### src/rtl/vc_scheduler_if.sv
// Bus between the VC scheduler, the VC source FIFOs and the destination FIFOs.
// The scheduler takes the master side. The FIFOs and demux take the slave side.
interface vc_scheduler_if #(
    parameter int WORD_SIZE = 6
);
    logic                 vc0_empty;
    logic                 vc1_empty;
    logic [WORD_SIZE-1:0] vc0_data;
    logic [WORD_SIZE-1:0] vc1_data;
    logic                 pause_d0;
    logic                 pause_d1;
    logic                 pop_vc0;
    logic                 pop_vc1;
    logic [WORD_SIZE-1:0] data_out;
    logic                 push_d0;
    logic                 push_d1;

    modport master (
        input  vc0_empty, vc1_empty, vc0_data, vc1_data, pause_d0, pause_d1,
        output pop_vc0, pop_vc1, data_out, push_d0, push_d1
    );

    modport slave (
        output vc0_empty, vc1_empty, vc0_data, vc1_data, pause_d0, pause_d1,
        input  pop_vc0, pop_vc1, data_out, push_d0, push_d1
    );
endinterface

### src/rtl/vc_scheduler.sv
// Weighted round-robin mover from the VC0/VC1 FIFOs to the D0/D1 FIFOs, routed by word bit 4.
// Latency: grant in cycle N, pop in N+1, push in N+3. Sustains 1 word/cycle.
// Backpressure: either pause stops new grants at once. In-flight words always complete.
module vc_scheduler #(
    parameter int WORD_SIZE  = 6,
    parameter int VC0_WEIGHT = 3,
    parameter int VC1_WEIGHT = 1,
    parameter int CNT_W      = 8
) (
    input  logic             clk,
    input  logic             reset,
    input  logic             enable,
    vc_scheduler_if.master   bus,
    output logic [1:0]       state,
    output logic             busy,
    output logic [CNT_W-1:0] vc0_count,
    output logic [CNT_W-1:0] vc1_count
);
    typedef enum logic [1:0] {
        IDLE      = 2'b00,
        SERVE_VC0 = 2'b01,
        SERVE_VC1 = 2'b10
    } state_t;

    localparam logic [3:0] W0 = (VC0_WEIGHT == 0) ? 4'd1 : 4'(VC0_WEIGHT);
    localparam logic [3:0] W1 = (VC1_WEIGHT == 0) ? 4'd1 : 4'(VC1_WEIGHT);

    state_t               st_q, st_d;
    logic [3:0]           cnt_q, cnt_d;
    logic                 ok, e0, e1, cur, e_cur, e_oth;
    logic [3:0]           w_cur;
    logic                 gnt_cur, gnt_oth, gnt0, gnt1;
    logic                 rd_vld, rd_src;
    logic [WORD_SIZE-1:0] word;

    // The destination is unknown until the word is read, so either pause blocks both VCs.
    assign ok    = enable & ~bus.pause_d0 & ~bus.pause_d1;
    assign e0    = ok & ~bus.vc0_empty;
    assign e1    = ok & ~bus.vc1_empty;
    assign cur   = (st_q == SERVE_VC1);
    assign e_cur = cur ? e1 : e0;
    assign e_oth = cur ? e0 : e1;
    assign w_cur = cur ? W1 : W0;

    always_comb begin
        st_d    = st_q;
        cnt_d   = cnt_q;
        gnt_cur = 1'b0;
        gnt_oth = 1'b0;
        case (st_q)
            IDLE: begin
                if (enable) begin
                    st_d  = SERVE_VC0;
                    cnt_d = 4'd0;
                end
            end
            default: begin
                if (!enable) begin
                    st_d = IDLE;
                end else if (e_cur && (cnt_q < w_cur)) begin
                    gnt_cur = 1'b1;
                    cnt_d   = cnt_q + 4'd1;
                end else if (e_oth) begin
                    gnt_oth = 1'b1;
                    st_d    = cur ? SERVE_VC0 : SERVE_VC1;
                    cnt_d   = 4'd1;
                end else if (e_cur) begin
                    // Turn used up, but the other VC has nothing, so start a fresh turn.
                    gnt_cur = 1'b1;
                    cnt_d   = 4'd1;
                end
            end
        endcase
    end

    assign gnt0 = (gnt_cur & ~cur) | (gnt_oth & cur);
    assign gnt1 = (gnt_cur & cur) | (gnt_oth & ~cur);
    assign word = rd_src ? bus.vc1_data : bus.vc0_data;

    always_ff @(posedge clk) begin
        if (reset) begin
            st_q         <= IDLE;
            cnt_q        <= 4'd0;
            bus.pop_vc0  <= 1'b0;
            bus.pop_vc1  <= 1'b0;
            rd_vld       <= 1'b0;
            rd_src       <= 1'b0;
            bus.data_out <= '0;
            bus.push_d0  <= 1'b0;
            bus.push_d1  <= 1'b0;
            vc0_count    <= '0;
            vc1_count    <= '0;
        end else begin
            st_q        <= st_d;
            cnt_q       <= cnt_d;
            bus.pop_vc0 <= gnt0;
            bus.pop_vc1 <= gnt1;
            rd_vld      <= bus.pop_vc0 | bus.pop_vc1;
            rd_src      <= bus.pop_vc1;
            // The read data is valid one cycle after the pop. Capture it and push in the same step.
            if (rd_vld) begin
                bus.data_out <= word;
                bus.push_d0  <= ~word[4];
                bus.push_d1  <= word[4];
                if (rd_src) vc1_count <= vc1_count + CNT_W'(1);
                else        vc0_count <= vc0_count + CNT_W'(1);
            end else begin
                bus.push_d0 <= 1'b0;
                bus.push_d1 <= 1'b0;
            end
        end
    end

    assign state = st_q;
    assign busy  = rd_vld | bus.push_d0 | bus.push_d1;
endmodule

### src/flat_wrapper.sv
// flat-port wrapper written by rule: the top's interface ports become plain ports
module vc_scheduler_flat 
#(
    parameter int WORD_SIZE  = 6,
    parameter int VC0_WEIGHT = 3,
    parameter int VC1_WEIGHT = 1,
    parameter int CNT_W      = 8
)
  (clk, reset, enable, state, busy, vc0_count, vc1_count, bus_vc0_empty, bus_vc1_empty, bus_vc0_data, bus_vc1_data, bus_pause_d0, bus_pause_d1, bus_pop_vc0, bus_pop_vc1, bus_data_out, bus_push_d0, bus_push_d1);
  vc_scheduler_if #(.WORD_SIZE(WORD_SIZE)) bus_i ();
  input  logic clk;
  input  logic reset;
  input  logic enable;
  output logic [1:0] state;
  output logic busy;
  output logic [CNT_W-1:0] vc0_count;
  output logic [CNT_W-1:0] vc1_count;
  input wire logic [$bits(bus_i.vc0_empty)-1:0] bus_vc0_empty;
  input wire logic [$bits(bus_i.vc1_empty)-1:0] bus_vc1_empty;
  input wire logic [$bits(bus_i.vc0_data)-1:0] bus_vc0_data;
  input wire logic [$bits(bus_i.vc1_data)-1:0] bus_vc1_data;
  input wire logic [$bits(bus_i.pause_d0)-1:0] bus_pause_d0;
  input wire logic [$bits(bus_i.pause_d1)-1:0] bus_pause_d1;
  output wire logic [$bits(bus_i.pop_vc0)-1:0] bus_pop_vc0;
  output wire logic [$bits(bus_i.pop_vc1)-1:0] bus_pop_vc1;
  output wire logic [$bits(bus_i.data_out)-1:0] bus_data_out;
  output wire logic [$bits(bus_i.push_d0)-1:0] bus_push_d0;
  output wire logic [$bits(bus_i.push_d1)-1:0] bus_push_d1;
  assign bus_i.vc0_empty = bus_vc0_empty;
  assign bus_i.vc1_empty = bus_vc1_empty;
  assign bus_i.vc0_data = bus_vc0_data;
  assign bus_i.vc1_data = bus_vc1_data;
  assign bus_i.pause_d0 = bus_pause_d0;
  assign bus_i.pause_d1 = bus_pause_d1;
  assign bus_pop_vc0 = bus_i.pop_vc0;
  assign bus_pop_vc1 = bus_i.pop_vc1;
  assign bus_data_out = bus_i.data_out;
  assign bus_push_d0 = bus_i.push_d0;
  assign bus_push_d1 = bus_i.push_d1;
  vc_scheduler #(.WORD_SIZE(WORD_SIZE), .VC0_WEIGHT(VC0_WEIGHT), .VC1_WEIGHT(VC1_WEIGHT), .CNT_W(CNT_W)) u_core (.clk(clk), .reset(reset), .enable(enable), .bus(bus_i), .state(state), .busy(busy), .vc0_count(vc0_count), .vc1_count(vc1_count));
endmodule
### config.mk
export PLATFORM = sky130hd
export DESIGN_NAME = vc_scheduler_flat
export DESIGN_NICKNAME = d
export VERILOG_FILES = /design/src/rtl/vc_scheduler_if.sv /design/src/rtl/vc_scheduler.sv /design/src/flat_wrapper.sv
export SDC_FILE = /design/constraint.sdc
export NUM_CORES = 1
export LEC_CHECK = 0
export ABC_AREA = 0
export CAP_MARGIN = 20
export CORE_MARGIN = 2
export CORE_UTILIZATION = 42
export CTS_BUF_LIST = sky130_fd_sc_hd__clkbuf_4 sky130_fd_sc_hd__clkbuf_8 sky130_fd_sc_hd__clkbuf_16
export DETAILED_ROUTE_END_ITERATION = 6
export DONT_BUFFER_PORTS = 1
export REMOVE_ABC_BUFFERS = 1
export SKIP_CTS_REPAIR_TIMING = 1
export SYNTH_ARGS = -nofsm -noshare
export SYNTH_HDL_FRONTEND = slang
export SYNTH_SLANG_ARGS = --single-unit
### constraint.sdc
create_clock -name clk -period 2.6 [get_ports clk]
set_clock_uncertainty 0.1 [all_clocks]
set_input_delay 0.52 -clock clk [delete_from_list [all_inputs] [get_ports clk]]
set_output_delay 0.52 -clock clk [all_outputs]
set_load 0.03 [all_outputs]
==> results by group <==
Status
  – Status: finished, final reports clean

Pwr
  – Cell Pwr Density: 556 nW/um2
  – Worst IR drop on VDD: 0.276 mV
  – Combinational power share: 0.028
  – Seq pwr share: 0.552
  – Int Power: 0.747 mW
  – Sw Pwr: 0.205 mW
  – Clock share of power: 0.420
  – P_leak: 0.614 nW
  – Net Sw Frac: 0.216

Die
  – Die area: 4290 um2
  – Chip Height: 65.5 um
  – Row count: 22
  – Core area: 3660 um2
  – I/O pin count: 48
  – Die W: 65.5 um
  – Initial cell density of the core: 0.434

Logic synthesis
  – Simple-gate area share of the yosys netlist: 0.232
  – Most area-consuming cells after synthesis: dfxtp_1 (43%), xor2_1 (6.1%), nor2_1 (5.9%)
  – Post-synthesis compound-gate area fraction: 0.149
  – Async set or reset register ratio after synthesis: 0
  – Xor and xnor area share after synthesis: 0.0772
  – Number of enable flip-flop cells after synthesis: 0
  – Register area share after synthesis: 0.428
  – Largest area contributor in the netlist: dfxtp_1
  – Cells after synthesis: 166
  – Syn. warnings: 0
  – Post-Synthesis Cell Area: 1590 um2
  – Ys flop type: dfxtp_1
  – Synth cell count leaders: dfxtp_1 (34), nor2_1 (25), xor2_1 (11)
  – Yosys top cell area share: 0.428
  – Adder-cell share of the synthesized area: 0.0323
  – Yosys reg bits: 34
  – Largest family of logic cells by synthesized area: simple AND/OR/NAND/NOR gates
  – Proportion of synthesized area in mux cells: 0.0575
  – Top-count cell post-synth: dfxtp_1
  – Syn avg cell area: 9.57 um2
  – Synth cell types: 42

Worst setup path
  – CP top delay family: flip-flops
  – Crit-path slowest cell: dfxtp_1
  – CP Data Arrival Time: 2.10 ns
  – Crit end category: register
  – Delay of the slowest cell on the worst path: 0.65 ns
  – CP Data Required Time: 2.67 ns
  – Setup crit start kind: register
  – Crit path cell chain: nor2b_4 -> maj3_4 -> nor3_4 -> and3_2 -> o31a_1
  – Worst-path maximum fanout: 8
  – Bufs and invs on worst path: 0
  – Crit Path Category: reg2reg

Timing
  – Minimum clock period: 2.03 ns
  – Final period utilization: 0.781
  – Worst-Margin Slew: 0.527 ns
  – Peak Freq: 0.492 GHz
  – Setup tns final: 0 ns
  – Setup-failing EPs final: 0
  – RSZ-0062 raised after global routing: no
  – Max Slew Vio Count: 0
  – Slew HR: 0.648
  – Final Hold Fails: 0
  – Worst Hold Slack: 0.198 ns

Drt
  – TritonRoute pass-1 iters: 4
  – Detailed-route via count: 1,152
  – WL final: 3.13 mm
  – ANT nets after route: 0
  – Drt wl/cell: 14.5 um
  – Vias per inst: 5.33
  – DR iter-0 viols: 37
  – Drt drc: 0

CTS
  – Clk Latency, worst-skew pair: 0.28 ns
  – Clk sinks: 34
  – Clk root buf: clkbuf_8
  – Clock slew at reported path FFs: 0.07 ns
  – CTS tree: built
  – Cts bufs inserted: 5
  – Max Buffers Root-to-Sink: 2
  – Max H-tree Level: 2

GRT
  – Initial antenna violation count: 0
  – Largest net degree at the start of global routing: 29
  – GRT Total Usage: 0.164
  – Vias in the first global route: 1,178
  – First-pass GRT wire length: 5.26 mm
  – Overflow after GRT: 0

Placed design
  – Hpwl dp: 2.26 mm
  – Port bufs: 0
  – Final Wtd Congestion: 0.820

Finish
  – Layout cells sized above 1: 0.131
  – Ant diodes: 0
  – Final nets: 189
  – FILL cells: 356
  – P&R area growth vs syn: 7.87%

Min path
  – Hold Path Class: in2reg

Flow run
  – Max Cap Violations: 0
## sequential cells by signal (all words and copies together), names as in the netlist
name and cells:
u_core.vc0_count 8, u_core.vc1_count 8, u_core.bus.data_out 6, u_core.cnt_q 4, u_core.state 2, u_core.bus.pop_vc0 1
u_core.bus.pop_vc1 1, u_core.bus.push_d0 1, u_core.bus.push_d1 1, u_core.rd_src 1, u_core.rd_vld 1
## worst paths after layout
| check | startpoint | endpoint | slack, ns | cells past startpoint |
|---|---|---|---|---|
| worst max-delay path | u_core.state[1] | u_core.state[1] | 0.57 | 5 |
| worst max register to register | u_core.state[1] | u_core.state[1] | 0.57 | 5 |
| worst min-delay path | reset | u_core.vc1_count[5] | 0.20 | 1 |
| worst min register to register | u_core.cnt_q[0] | u_core.cnt_q[0] | 0.46 | 2 |
## power by group through the flow
| stage | Sequential [mW] | Clock [mW] | Combinational, mW |
|---|---|---|---|
| floorplan | 0.540 | 0 | 0.0191 |
| global placement | 0.538 | 0 | 0.0264 |
| detailed placement | 0.538 | 0 | 0.0273 |
| CTS | 0.526 | 0.420 | 0.0273 |
| global route | 0.526 | 0.443 | 0.0305 |
| finish | 0.526 | 0.400 | 0.0271 |
## metrics by stage
step,std cells,power [mW],worst slack (ns),utilization,instance area (um2)
floorplan,159,0.559,0.653,-,1550
global placement,208,0.564,0.625,0.442,1620
detailed placement,208,0.565,0.600,0.442,1620
CTS,216,0.973,0.587,0.468,1710
global route,216,1.00,0.498,0.468,1710
finish,216,0.953,0.568,0.468,1710
## area by class of cell
type	count	area, um2	area share
Timing Repair Buffer	1	7.51	0.00438
Sequential cell	34	681	0.397
Tap cell	48	60.1	0.0350
Clock buffer	6	82.6	0.0482
Clock inverter	2	12.5	0.00730
Multi-Input combinational cell	125	871	0.508
## cells by family (layout without fill, tap and decap cells)
logic type                 Yosys count  after routing
AOI/OAI and AO/OA                   29             29
xor gates and xnor gates            14             14
adders and majority gates            4              4
buffers and inverters                7              9
DFF                                 34             34
muxes                                9              9
and+or+nand+nor                     69             69
## placed cells by master, fill, tap and decap left out, drive strengths merged, types with 4 or more instances in the layout
cell type  netlist  routed
nand3            4       4
o21ai            7       7
or2              4       4
xor2            11      11
dfxtp           34      34
clkbuf           4       6
nor3             4       4
nor2b            4       4
and3             4       4
a21oi            7       7
mux2i            8       8
a211oi           5       5
nor2            25      25
nand2            9       9
## per-layer routing
metal,track usage,vias to the layer above,share of wire
met1,0.182,526,0.42
met3,0.0651,4,0.069
met2,0.268,34,0.50
met5,0,-,0
met4,0.0885,0,0.012
li1,-,588,-
No activity file was read; power rests on OpenSTA's default activity.
